`src/rtl/if_fetch_unit_pkg.sv`:
```
// rv_pipe_pkg: shared pipeline widths, the NOP encoding
// and the fetch FSM state type.
package rv_pipe_pkg;

  localparam int PC_W    = 64;
  localparam int INSTR_W = 32;

  localparam logic [31:0] NOP_INSTR = 32'h0000_0013;

  typedef enum logic {
    FETCH = 1'b0,
    FULL  = 1'b1
  } fetch_state_t;

endpackage

```
`src/rtl/if_fetch_unit_if.sv`:
```
// Instruction-memory req/ack bus between the fetch stage
// (master) and instruction memory (slave).
interface if_fetch_unit_if #(
  parameter int PC_W    = 64,
  parameter int INSTR_W = 32
) ();

  logic               imem_req;
  logic [PC_W-1:0]    imem_addr;
  logic               imem_ack;
  logic [INSTR_W-1:0] imem_rdata;

  modport master (
    output imem_req,
    output imem_addr,
    input  imem_ack,
    input  imem_rdata
  );

  modport slave (
    input  imem_req,
    input  imem_addr,
    output imem_ack,
    output imem_rdata
  );

endinterface

```
`src/rtl/if_fetch_unit_skid.sv`:
```
// fetch_skid_buf: one-entry {instr, pc} holding slot used
// when a fetch lands while ID is stalled.
module fetch_skid_buf #(
  parameter int PC_W    = 64,
  parameter int INSTR_W = 32
) (
  input  logic               clk,
  input  logic               reset,
  input  logic               i_load,
  input  logic               i_unload,
  input  logic               i_clear,
  input  logic [INSTR_W-1:0] i_instr,
  input  logic [PC_W-1:0]    i_pc,
  output logic [INSTR_W-1:0] o_instr,
  output logic [PC_W-1:0]    o_pc,
  output logic               o_full
);

  logic               r_full;
  logic [INSTR_W-1:0] r_instr;
  logic [PC_W-1:0]    r_pc;

  always_ff @(posedge clk) begin
    if (reset) begin
      r_full <= 1'b0;
    end else if (i_clear | i_unload) begin
      r_full <= 1'b0;
    end else if (i_load) begin
      r_full <= 1'b1;
    end
  end

  always_ff @(posedge clk) begin
    if (reset) begin
      r_instr <= '0;
      r_pc    <= '0;
    end else if (i_load) begin
      r_instr <= i_instr;
      r_pc    <= i_pc;
    end
  end

  assign o_instr = r_instr;
  assign o_pc    = r_pc;
  assign o_full  = r_full;

endmodule

```
`src/rtl/if_fetch_unit.sv`:
```
// if_fetch_unit: fetch stage owning the fetch PC, the imem
// handshake, ID back-pressure and EX redirects.
module if_fetch_unit #(
  parameter int              PC_W     = rv_pipe_pkg::PC_W,
  parameter int              INSTR_W  = rv_pipe_pkg::INSTR_W,
  parameter logic [PC_W-1:0] RESET_PC = '0
) (
  input  logic               clk,
  input  logic               reset,
  input  logic               stall_i,
  input  logic               redirect_valid,
  input  logic [PC_W-1:0]    redirect_pc,
  if_fetch_unit_if.master    imem,
  output logic [INSTR_W-1:0] instruction_out,
  output logic [PC_W-1:0]    pc_out,
  output logic               valid_out
);

  import rv_pipe_pkg::*;

  fetch_state_t r_state;
  fetch_state_t w_state_nxt;

  logic [PC_W-1:0]    r_fetch_pc;
  logic [PC_W-1:0]    r_redir_hold;
  logic [PC_W-1:0]    r_pc_out;
  logic [INSTR_W-1:0] r_instr;
  logic               r_kill;
  logic               r_valid;

  logic [PC_W-1:0]    w_target;
  logic [INSTR_W-1:0] w_skid_instr;
  logic [PC_W-1:0]    w_skid_pc;
  logic               w_skid_full;
  logic               w_req;
  logic               w_ack;
  logic               w_fresh;
  logic               w_slot_free;
  logic               w_load_out;
  logic               w_load_skid;
  logic               w_unload;

  assign w_target    = {redirect_pc[PC_W-1:2], 2'b00};
  assign w_ack       = w_req & imem.imem_ack;
  // ack data is usable only if no redirect killed it
  assign w_fresh     = w_ack & ~r_kill & ~redirect_valid;
  assign w_slot_free = ~r_valid | ~stall_i;
  assign w_load_out  = w_fresh & w_slot_free;
  assign w_load_skid = w_fresh & ~w_slot_free;
  assign w_unload    = (r_state == FULL) & w_skid_full
                     & ~stall_i & ~redirect_valid;

  always_ff @(posedge clk) begin
    if (reset) begin
      r_state <= FETCH;
    end else begin
      r_state <= w_state_nxt;
    end
  end

  always_comb begin
    w_state_nxt = r_state;
    unique case (r_state)
      FETCH: if (w_load_skid) w_state_nxt = FULL;
      FULL: begin
        if (redirect_valid | ~stall_i) w_state_nxt = FETCH;
      end
    endcase
  end

  always_comb begin
    w_req = 1'b0;
    unique case (r_state)
      FETCH: w_req = ~reset;
      FULL:  w_req = 1'b0;
    endcase
  end

  assign imem.imem_req  = w_req;
  assign imem.imem_addr = r_fetch_pc;

  // an un-acked request stays on the bus; kill drops its data
  always_ff @(posedge clk) begin
    if (reset) begin
      r_fetch_pc   <= RESET_PC;
      r_redir_hold <= RESET_PC;
      r_kill       <= 1'b0;
    end else if (redirect_valid) begin
      if (w_ack | (r_state == FULL)) begin
        r_fetch_pc <= w_target;
        r_kill     <= 1'b0;
      end else begin
        r_redir_hold <= w_target;
        r_kill       <= 1'b1;
      end
    end else if (w_ack) begin
      r_fetch_pc <= r_kill ? r_redir_hold
                           : r_fetch_pc + PC_W'(4);
      r_kill     <= 1'b0;
    end
  end

  always_ff @(posedge clk) begin
    if (reset) begin
      r_valid  <= 1'b0;
      r_instr  <= INSTR_W'(NOP_INSTR);
      r_pc_out <= '0;
    end else if (redirect_valid) begin
      r_valid <= 1'b0;
      r_instr <= INSTR_W'(NOP_INSTR);
    end else if (w_load_out) begin
      r_valid  <= 1'b1;
      r_instr  <= imem.imem_rdata;
      r_pc_out <= r_fetch_pc;
    end else if (w_unload) begin
      r_valid  <= 1'b1;
      r_instr  <= w_skid_instr;
      r_pc_out <= w_skid_pc;
    end else if (~stall_i) begin
      r_valid <= 1'b0;
    end
  end

  fetch_skid_buf #(
    .PC_W    (PC_W),
    .INSTR_W (INSTR_W)
  ) u_skid (
    .clk      (clk),
    .reset    (reset),
    .i_load   (w_load_skid),
    .i_unload (w_unload),
    .i_clear  (redirect_valid),
    .i_instr  (imem.imem_rdata),
    .i_pc     (r_fetch_pc),
    .o_instr  (w_skid_instr),
    .o_pc     (w_skid_pc),
    .o_full   (w_skid_full)
  );

  assign instruction_out = r_instr;
  assign pc_out          = r_pc_out;
  assign valid_out       = r_valid;

endmodule

```
`src/flat_wrapper.sv`:
```
// flat-port wrapper written by rule: the top's interface ports become plain ports
module if_fetch_unit_flat import rv_pipe_pkg::*;
#(
  parameter int              PC_W     = rv_pipe_pkg::PC_W,
  parameter int              INSTR_W  = rv_pipe_pkg::INSTR_W,
  parameter logic [PC_W-1:0] RESET_PC = '0
)
  (clk, reset, stall_i, redirect_valid, redirect_pc, instruction_out, pc_out, valid_out, imem_imem_req, imem_imem_addr, imem_imem_ack, imem_imem_rdata);
  if_fetch_unit_if #(.PC_W(PC_W), .INSTR_W(INSTR_W)) imem_i ();
  input  logic clk;
  input  logic reset;
  input  logic stall_i;
  input  logic redirect_valid;
  input  logic [PC_W-1:0] redirect_pc;
  output logic [INSTR_W-1:0] instruction_out;
  output logic [PC_W-1:0] pc_out;
  output logic valid_out;
  output wire logic [$bits(imem_i.imem_req)-1:0] imem_imem_req;
  output wire logic [$bits(imem_i.imem_addr)-1:0] imem_imem_addr;
  input wire logic [$bits(imem_i.imem_ack)-1:0] imem_imem_ack;
  input wire logic [$bits(imem_i.imem_rdata)-1:0] imem_imem_rdata;
  assign imem_imem_req = imem_i.imem_req;
  assign imem_imem_addr = imem_i.imem_addr;
  assign imem_i.imem_ack = imem_imem_ack;
  assign imem_i.imem_rdata = imem_imem_rdata;
  if_fetch_unit #(.PC_W(PC_W), .INSTR_W(INSTR_W), .RESET_PC(RESET_PC)) u_core (.clk(clk), .reset(reset), .stall_i(stall_i), .redirect_valid(redirect_valid), .redirect_pc(redirect_pc), .imem(imem_i), .instruction_out(instruction_out), .pc_out(pc_out), .valid_out(valid_out));
endmodule
```
`config.mk`:
```
export PLATFORM = sky130hd
export DESIGN_NAME = if_fetch_unit_flat
export DESIGN_NICKNAME = d
export VERILOG_FILES = /design/src/rtl/if_fetch_unit_pkg.sv /design/src/rtl/if_fetch_unit_if.sv /design/src/rtl/if_fetch_unit_skid.sv /design/src/rtl/if_fetch_unit.sv /design/src/flat_wrapper.sv
export SDC_FILE = /design/constraint.sdc
export NUM_CORES = 1
export LEC_CHECK = 0
export ABC_AREA = 0
export BUFFER_PORTS_ARGS = -buffer_cell sky130_fd_sc_hd__buf_4
export CORE_MARGIN = 5
export CORE_UTILIZATION = 27
export DETAILED_ROUTE_END_ITERATION = 10
export PLACE_DENSITY_LB_ADDON = 0.25
export SLEW_MARGIN = 25
export SYNTH_ARGS = -nofsm -noshare
export SYNTH_HDL_FRONTEND = slang
export SYNTH_SLANG_ARGS = --single-unit
```
`constraint.sdc`:
```
create_clock -name clk -period 4.1 [get_ports clk]
set_input_delay 0.82 -clock clk [delete_from_list [all_inputs] [get_ports clk]]
set_output_delay 0.82 -clock clk [all_outputs]
set_load 0.005 [all_outputs]
```
== Word level (Yosys, flattened, before mapping) ==
Cells that the tools add are included.
Word-level totals
  input bits: 101
  bits in writable memories: 0
  register bits after elaboration: 322
  memory bits (read-only): 0
  memories kept: 0
  output and inout port bits: 162
  bits in latches: 0
Cells by class
  div/mod/pow operators: 0
  equal/unequal tests: 2
  reduce and logical (&&, ||, !) cells: 7
  bitwise logic cells: 20
  order comparisons: 0
  add/subtract/negate cells: 1
  mux-type cells: 18
  shift-type cells: 0
  multipliers: 0
Operator list (number)
  $mux 64: 6
  $add 64x3->64 const B: 1
  $mux 32: 2
  $and 1x1->1: 8
  $mux 1: 8
  $not 1->1: 8
  $reduce_and 2->1: 3
  $or 1x1->1: 4
  $pmux 1 s2: 2
  $reduce_bool 2->1: 2
  $reduce_or 2->1: 2
  $ne 3x1->1 const B: 1
  $ne 2x1->1 const B: 1

== Depth between registers and ports, before layout ==
Gate-level depths: netlist (run 1).
  word-level depth: 8
  gate-level depth with buffers: 9

== Modules after synthesis ==
A second synthesis (run 1) with hierarchy kept.
Unflattened totals
  cells, all modules: 1722
  area, all modules: 14714.1 um^2
Modules (own cells, without submodules)
  if_fetch_unit: area each 11274.6 um^2, seq. area each 4464.3 um^2, times used 1, cells each 1409
  fetch_skid_buf: area each 3439.5 um^2, seq. area each 1941.9 um^2, times used 1, cells each 313

== Worst setup path before layout (run 1) ==
No wires, ideal clock.
  kind: input-to-output
  start point: input port reset
  end point: output port imem_imem_req
  required time: 3.280 ns
  buffers on the path: 4
  path slack: 1.322 ns
  stages on the path: 5
  data arrival time: 1.958 ns
  cell sequence: clkbuf_1 clkbuf_1 clkbuf_1 buf_1 nor2_1
Between the ends
  longest elaborated chain between the ends: 2
Ends and longest elaborated chain
  from (decl): RTL line flat_wrapper.sv:11  | input logic reset;
  $not 1->1: RTL line if_fetch_unit.sv:74  | FETCH: w_req = ~reset;
  $pmux 1 s2: RTL line if_fetch_unit.sv:73  | unique case (r_state)
  to (decl): RTL line flat_wrapper.sv:18  | output wire logic [$bits(imem_i.imem_req)-1:0] imem_imem_req;
No other way between the ends.

== Worst setup path in the final report (run 1) ==
  start point: register u_core.r_fetch_pc[5], in the netlist u_core.imem.imem_addr[5]
  end point: register u_core.r_fetch_pc[53], in the netlist u_core.imem.imem_addr[53]
Between the ends
  longest elaborated chain between the ends: 4
Ends and longest elaborated chain
  from (decl): RTL line if_fetch_unit.sv:24  | logic [PC_W-1:0] r_fetch_pc;
  from (signal assigned): RTL line if_fetch_unit.sv:90  | r_fetch_pc <= w_target;
  from (signal assigned): RTL line if_fetch_unit.sv:97  | r_fetch_pc <= r_kill ? r_redir_hold
  $add 64x3->64: RTL line if_fetch_unit.sv:98  | : r_fetch_pc + PC_W'(4);
  $mux 64: RTL line if_fetch_unit.sv:97
  $mux 64: RTL line if_fetch_unit.sv:96  | end else if (w_ack) begin
  $mux 64: RTL line if_fetch_unit.sv:88  | end else if (redirect_valid) begin
No other way between the ends. The select of a mux whose other input is x is not followed.
A chain may end at the register's enable or synchronous reset.

==> implementation parameters, run 1 <==
Parameter                              Value

Place
  Post-Place Cells ... 2697
  Placed instance area ... 17100 um2
  Last weighted congestion value of the routability-driven placer ... 0.770
  Detailed-placement wirelength estimate ... 34.3 mm
  Count of buffers inserted at the top-level ports ... 256
  Minimum setup slack after placement ... 916 ps

Critical path
  Kind of launch point of the worst setup path ... register
  Worst R2R Setup Slack ... 1020 ps
  Element type at the critical path end ... register
  Critical setup path kind ... reg -> reg
  Max FO, Critical Path ... 10
  Required time at the endpoint of the critical path ... 4530 ps
  Worst Path Arrival ... 3510 ps
  Number of cells on the worst reg-to-reg path ... 7
  Delay contributed by the slowest stage of the critical path ... 830 ps
  FF-to-FF Start ... u_core.imem.imem_addr[5]
  Slowest CP cell ... sky130_fd_sc_hd__nor4_1
  Reg2reg end ... u_core.imem.imem_addr[53]
  Cells along the critical path ... nand4_1, nor4_1, nand4_1, buf_4, nor4_1, xnor2_1, a2111oi_0

Timing
  RSZ-0062 raised after global routing ... false
  Final count of negative-setup-slack endpoints ... 0
  Min Tclk post-route ... 3080 ps
  Highest attainable clock frequency ... 325 MHz
  Setup clock skew after layout ... 13.9 ps
  Slew at the pin with the worst max-slew slack ... 920 ps
  Fin Setup TNS ... 0 ps
  Worst slew margin ... 0.387
  Final hold violations ... 0
  Worst Setup Slack, final ... 1020 ps
  Fin crit share ... 0.752
  Fin. max-slew vios ... 0

Floorplan
  Area of the core ... 53600 um2
  Initial core utilization ... 0.271
  DIE WIDTH ... 242 um
  Chip height ... 242 um
  Die ar. ... 58600 um2
  Num rows ... 85
  Io pins ... 263

Cells and area
  Ratio of cells with drive above 1 in the final layout ... 0.179
  Synth-to-Final Area Change ... 26.5%
  Net count of the finished layout ... 2144
  Final cell count without fillers ... 2771
  Design area ... 18400 um2

Global route
  Maximum number of pins on one net before global-route repair ... 80
  GR Util All Layers ... 0.170
  First-pass GRT wire length ... 80.5 mm
  Vias in the first global route ... 13546
  Total gr overflow ... 0
  Initial antenna violation count ... 6

Hold path
  Worst Hold Depth ... 2
  Worst hold start ... u_core.r_redir_hold[17]
  Hold Crit Class ... reg -> reg
  Hold Crit Endpoint ... u_core.r_redir_hold[17]

Yosys
  Post-synthesis register bit count ... 316
  Count of different cell masters after synthesis ... 67
  Mean Syn Cell Area ... 7.73 um2
  Commonest register cell after synthesis ... sky130_fd_sc_hd__dfxtp_1
  Sequential cell area fraction in the yosys report ... 0.435
  Gate count of the mapped netlist ... 1880
  Post-synth ARST share ... 0
  Compound-Gate Fraction of Synth Area ... 0.206
  Combinational family with the most area after synthesis ... simple AND/OR/NAND/NOR gates
  Number of flops mapped to enable cells by yosys ... 0
  Post-Syn Area ... 14500 um2
  Mux cell area share after synthesis ... 0.0690
  Yosys warning total ... 0
  Post-synthesis share of cell area spent on xor and xnor gates ... 0.0133
  Arithmetic-cell share of the synthesized area counting full adders, half adders and majority gates ... 0.000861
  Simple-gate portion of the synthesized area ... 0.219

CTS
  Clock Latency Late Sink ... 550 ps
  H-tree depth ... 2
  Quantity of hold-fixing buffers added after cts ... 0
  Number of buffers inserted during clock tree synthesis ... 39
  Resized Gates After CTS ... 0
  Clock transition at path regs ... 60 ps
  Cell at the root of the clock tree ... sky130_fd_sc_hd__clkbuf_16
  Number of buffers on the longest clock path ... 3
  Post-CTS setup buffers ... 0
  Clk sinks ... 316
  Clock tree from TritonCTS ... done

Detailed routing
  Initial drt markers ... 936
  Detail Route Antenna Nets ... 0
  Iteration count of the initial detailed-routing pass ... 5
  Vias per Instance ... 5.06
  Wire per inst ... 18.8 um
  Detailed-route DRC error count ... 0
  Total vias in the final route ... 14016
  Final wirelength ... 52.1 mm

Power
  Static leakage power ... 0.00662 uW
  Total Power ... 7500 uW
  VDD IR-drop max ... 279 uV
  Power density of the placed cells ... 408 nW/um2

Flow run
  Max-capacitance violation count ... 0

Run status
  Run status ... finished clean
[sequential cells by signal, summed over array words and instances (netlist names)]
register                cells
u_core.instruction_out     32
u_core.imem.imem_addr      62
u_core.r_redir_hold        62
u_core.u_skid.o_instr      32
u_core.valid_out            1
u_core.r_kill               1
u_core.pc_out              62
u_core.r_state              1
u_core.u_skid.o_full        1
u_core.u_skid.o_pc         62
[area by class of cell]
type | instances | area (um2)
sequential | 316 | 6330
antenna | 3 | 7.51
fill | 5595 | 35200
multi-input combinational | 1359 | 7460
inverter | 30 | 113
timing repair buffer | 296 | 2320
clock buffer | 62 | 1180
clock inverter | 9 | 95.1
tap | 696 | 871
[worst max-delay path: cells and delay by family, from the launching register on]
family | cells | cell delay, ps
AOI/OAI and AO/OA | 1 | 390
xor gates and xnor gates | 1 | 110
buffers and inverters | 1 | 250
DFF | 1 | 560
and+or+nand+nor | 4 | 1650
[synthesized netlist by cell type (17+ instances only)]
cell type / n / share of area
sky130_fd_sc_hd__buf_1: 19 / 0.0049
sky130_fd_sc_hd__nor4_1: 17 / 0.0073
sky130_fd_sc_hd__dfxtp_1: 316 / 0.44
sky130_fd_sc_hd__nand2_1: 423 / 0.11
sky130_fd_sc_hd__nor3_1: 20 / 0.0069
sky130_fd_sc_hd__a211oi_1: 110 / 0.057
sky130_fd_sc_hd__nand4_1: 17 / 0.0073
sky130_fd_sc_hd__inv_1: 30 / 0.0077
sky130_fd_sc_hd__nor2_1: 158 / 0.041
sky130_fd_sc_hd__a21oi_1: 227 / 0.078
sky130_fd_sc_hd__nand3_1: 41 / 0.014
sky130_fd_sc_hd__o21ai_0: 63 / 0.022
sky130_fd_sc_hd__mux2i_1: 98 / 0.067
sky130_fd_sc_hd__clkbuf_1: 146 / 0.038
[metal layers]
| layer | up-vias | GRT usage | wire [um] |
|---|---|---|---|
| li1 | 6862 | - | - |
| met5 | - | 0 | 60 |
| met1 | 6703 | 0.218 | 23100 |
| met3 | 75 | 0.0407 | 3230 |
| met4 | 8 | 0.0524 | 1260 |
| met2 | 368 | 0.283 | 24400 |
[cell usage in the layout, fill, tap and decap left out, drive strengths merged, types with 20 or more instances in the layout]
cell type and instances:
nand2 423, inv 30, a21oi 227, nor2 158, a211oi 110, nand3 41
dfxtp 316, o21ai 64, clkbuf 62, mux2i 98, nor3 20, buf 296
[power by group]
part           switching (uW)  internal [uW]  leakage (uW)
registers                 146           3180       0.00257
logic                     394            313       0.00341
clock network            1360           2100      0.000634
total                    1900           5600       0.00662
[cells by family (layout without fill, tap and decap cells)]
family | after synthesis | count (layout)
AOI/OAI and AO/OA | 493 | 493
xor gates and xnor gates | 22 | 22
adders and majority gates | 1 | 1
buffers and inverters | 208 | 397
DFF | 316 | 316
muxes | 100 | 100
other | 1 | 7
and+or+nand+nor | 739 | 739
[worst max-delay path by stage]
stage,to,depth (start not counted),from,slack (ps)
floorplan,imem_imem_req,5,reset,1320
global placement,u_core.imem.imem_addr[19],4,reset,970
detailed placement,u_core.imem.imem_addr[21],4,reset,920
CTS,u_core.imem.imem_addr[44],6,u_core.imem.imem_addr[5],1010
global route,u_core.imem.imem_addr[53],7,u_core.imem.imem_addr[5],780
finish,u_core.imem.imem_addr[53],7,u_core.imem.imem_addr[5],1020
[metrics by stage]
| step | hold WS [ps] | util |
|---|---|---|
| final | 449 | 0.343 |
| after global routing | 467 | 0.343 |
| after CTS | 452 | 0.343 |
| after detailed placement | 445 | 0.319 |
| after global placement | 439 | 0.319 |
| after floorplan | 433 | - |
Power figures use the tool's default switching activity.
==> run 2: changes to the inputs <==
==> constraint.sdc (replaced) <==
create_clock -name clk -period 3.15 [get_ports clk]
set_input_delay 0.63 -clock clk [delete_from_list [all_inputs] [get_ports clk]]
set_output_delay 0.63 -clock clk [all_outputs]
set_load 0.005 [all_outputs]
==> run 2 against run 1 <==
  * Worst setup slack worse by 660 ps
  * Routed wire length fell by 0.20%
  * Clock-buffer cell count fell by 4
  * Maximum frequency rose by 10%
  * Non-clock buffer count up 27
  * Critical path depth fell by 1
  * Critical endpoint is now u_core.imem.imem_addr[44]
==> implementation parameters, run 2 (synthesized netlist as in run 1, its figures left out) <==
Parameter                              Value

Power
  Power density of the placed cells ... 522 nW/um2 (+28%)
  Static leakage power ... 0.00674 uW (+1.9%)
  VDD IR-drop max ... 272 uV (-2.6%)

Floorplan
  Initial core utilization ... 0.271 (unchanged)
  Io pins ... 263 (unchanged)
  Area of the core ... 53600 um2 (unchanged)
  Die ar. ... 58600 um2 (unchanged)
  Chip height ... 242 um (unchanged)
  Num rows ... 85 (unchanged)
  DIE WIDTH ... 242 um (unchanged)

CTS
  Clock tree from TritonCTS ... done
  Number of buffers on the longest clock path ... 3 (unchanged)
  Quantity of hold-fixing buffers added after cts ... 0 (unchanged)
  Clk sinks ... 316 (unchanged)
  Clock transition at path regs ... 60 ps (about the same)
  H-tree depth ... 2 (unchanged)
  Resized Gates After CTS ... 0 (unchanged)
  Number of buffers inserted during clock tree synthesis ... 40 (+2.6%)
  Clock Latency Late Sink ... 550 ps (about the same)
  Post-CTS setup buffers ... 0 (unchanged)
  Cell at the root of the clock tree ... sky130_fd_sc_hd__clkbuf_16

Critical path
  Number of cells on the worst reg-to-reg path ... 6 (-1)
  Delay contributed by the slowest stage of the critical path ... 710 ps (-120 ps)
  Slowest CP cell ... sky130_fd_sc_hd__or4_1
  Cells along the critical path ... nand2_1, or4_4, or4_1, nor2_1, a21oi_1, a311o_1
  Number of buffers and inverters on the critical path ... 0 (-1)
  Max FO, Critical Path ... 7 (-3)
  Critical setup path kind ... reg -> reg
  Worst Path Arrival ... 3230 ps (-280 ps)
  Crit. path cell count ... 6 (-1)
  Kind of launch point of the worst setup path ... register
  Cell class contributing the biggest share of worst-path delay ... simple AND/OR/NAND/NOR gates
  Required time at the endpoint of the critical path ... 3580 ps (-950 ps)
  Element type at the critical path end ... register

Timing
  Setup clock skew after layout ... 13.2 ps (-0.777 ps)
  Worst Setup Slack, final ... 356 ps (-663 ps)
  Slew at the pin with the worst max-slew slack ... 964 ps (+43.9 ps)
  RSZ-0062 raised after global routing ... false
  Final count of negative-setup-slack endpoints ... 0 (unchanged)
  Fin crit share ... 0.887 (+0.135)
  Highest attainable clock frequency ... 358 MHz (+10%)
  Min Tclk post-route ... 2790 ps (-287 ps)
  Worst hold margin ... 321 ps (-128 ps)
  Fin. max-slew vios ... 0 (unchanged)
  Final hold violations ... 0 (unchanged)
  Fin Setup TNS ... 0 ps (unchanged)
  Worst slew margin ... 0.357 (-0.0293)

Detailed routing
  Vias per Instance ... 5.06 (+0.12%)
  Final wirelength ... 52.0 mm (-0.20%)
  Total vias in the final route ... 14159 (+1.0%)
  Iteration count of the initial detailed-routing pass ... 5 (unchanged)
  Detail Route Antenna Nets ... 0 (unchanged)
  Detailed-route DRC error count ... 0 (unchanged)
  Initial drt markers ... 962 (+2.8%)
  Wire per inst ... 18.6 um (-1.1%)

Global route
  Maximum number of pins on one net before global-route repair ... 81 (+1.3%)
  Initial antenna violation count ... 7 (+1)
  First-pass GRT wire length ... 80.6 mm (about the same)
  Total gr overflow ... 0 (unchanged)
  Vias in the first global route ... 13566 (+0.15%)
  GR Util All Layers ... 0.170 (+0.000170)

Place
  Last weighted congestion value of the routability-driven placer ... 0.814 (+5.8%)
  Minimum setup slack after placement ... 406 ps (-510 ps)
  Count of buffers inserted at the top-level ports ... 256 (unchanged)
  Placed instance area ... 17300 um2 (+1.4%)
  Detailed-placement wirelength estimate ... 34.4 mm (+0.16%)

Hold path
  Hold Crit Class ... in -> reg
  Worst Hold Depth ... 3 (+1)

Cells and area
  Net count of the finished layout ... 2172 (+1.3%)
  Ratio of cells with drive above 1 in the final layout ... 0.190 (+0.0108)
  Synth-to-Final Area Change ... 27.9%
  Most used cells in the layout excluding fill and tap cells ... 422 x sky130_fd_sc_hd__nand2_1, 315 x sky130_fd_sc_hd__dfxtp_1, 312 x sky130_fd_sc_hd__buf_4
  Area taken by multi-input logic gates ... 7460 um2 (unchanged)
  Most common cell after layout, fill and taps aside ... sky130_fd_sc_hd__nand2_1
  Filler cell count in the final layout ... 5600 (+0.089%)
  Design area ... 18600 um2 (+1.1%)
  Area taken by flip-flops and latches ... 6330 um2 (unchanged)

Flow run
  Max-capacitance violation count ... 0 (unchanged)

Run status
  Run status ... finished clean
## run 2: tightest hold or removal path: stages
cell                       delay [ps]
sky130_fd_sc_hd__buf_4             80
sky130_fd_sc_hd__a221oi_1          60
sky130_fd_sc_hd__nand2_1           60
## run 2: path summary, 6_finish.rpt
| kind | start | endpoint | slack, ps |
|---|---|---|---|
| setup reg to reg | u_core.imem.imem_addr[15] | u_core.imem.imem_addr[44] | 360 |
| hold reg to reg | u_core.u_skid.o_pc[48] | u_core.u_skid.o_pc[48] | 450 |
| setup / recovery | u_core.imem.imem_addr[15] | u_core.imem.imem_addr[44] | 360 |
| hold / removal | imem_imem_rdata[1] | u_core.instruction_out[1] | 320 |
## run 2: stage by stage
step	total power [uW]	util	std cells
after global routing	10100	0.347	2795
after global placement	5360	0.323	2724
after floorplan	4860	-	1883
after CTS	9880	0.347	2792
after detailed placement	5380	0.323	2724
final	9700	0.347	2796
## run 2: per-layer routing
metal,GRT usage,share of wire,vias to the layer above
li1,-,-,6929
met3,0.0364,0.058,89
met1,0.222,0.45,6786
met4,0.0618,0.028,2
met5,0,0.00038,-
met2,0.278,0.46,353
## run 2: area by class of cell
type	instances	area share
clock buffers	58	0.0624
inverters	30	0.00606
diodes	4	0.000539
well taps	696	0.0469
repair buffers	323	0.138
multi-input cells	1359	0.401
flip-flops and latches	316	0.341
clock inverters	10	0.00444
## run 2: report_power, final
group          total, uW  switching (uW)  internal, uW
combinational       1000             567           436
sequential          4290             142          4140
clock               4410            1790          2620
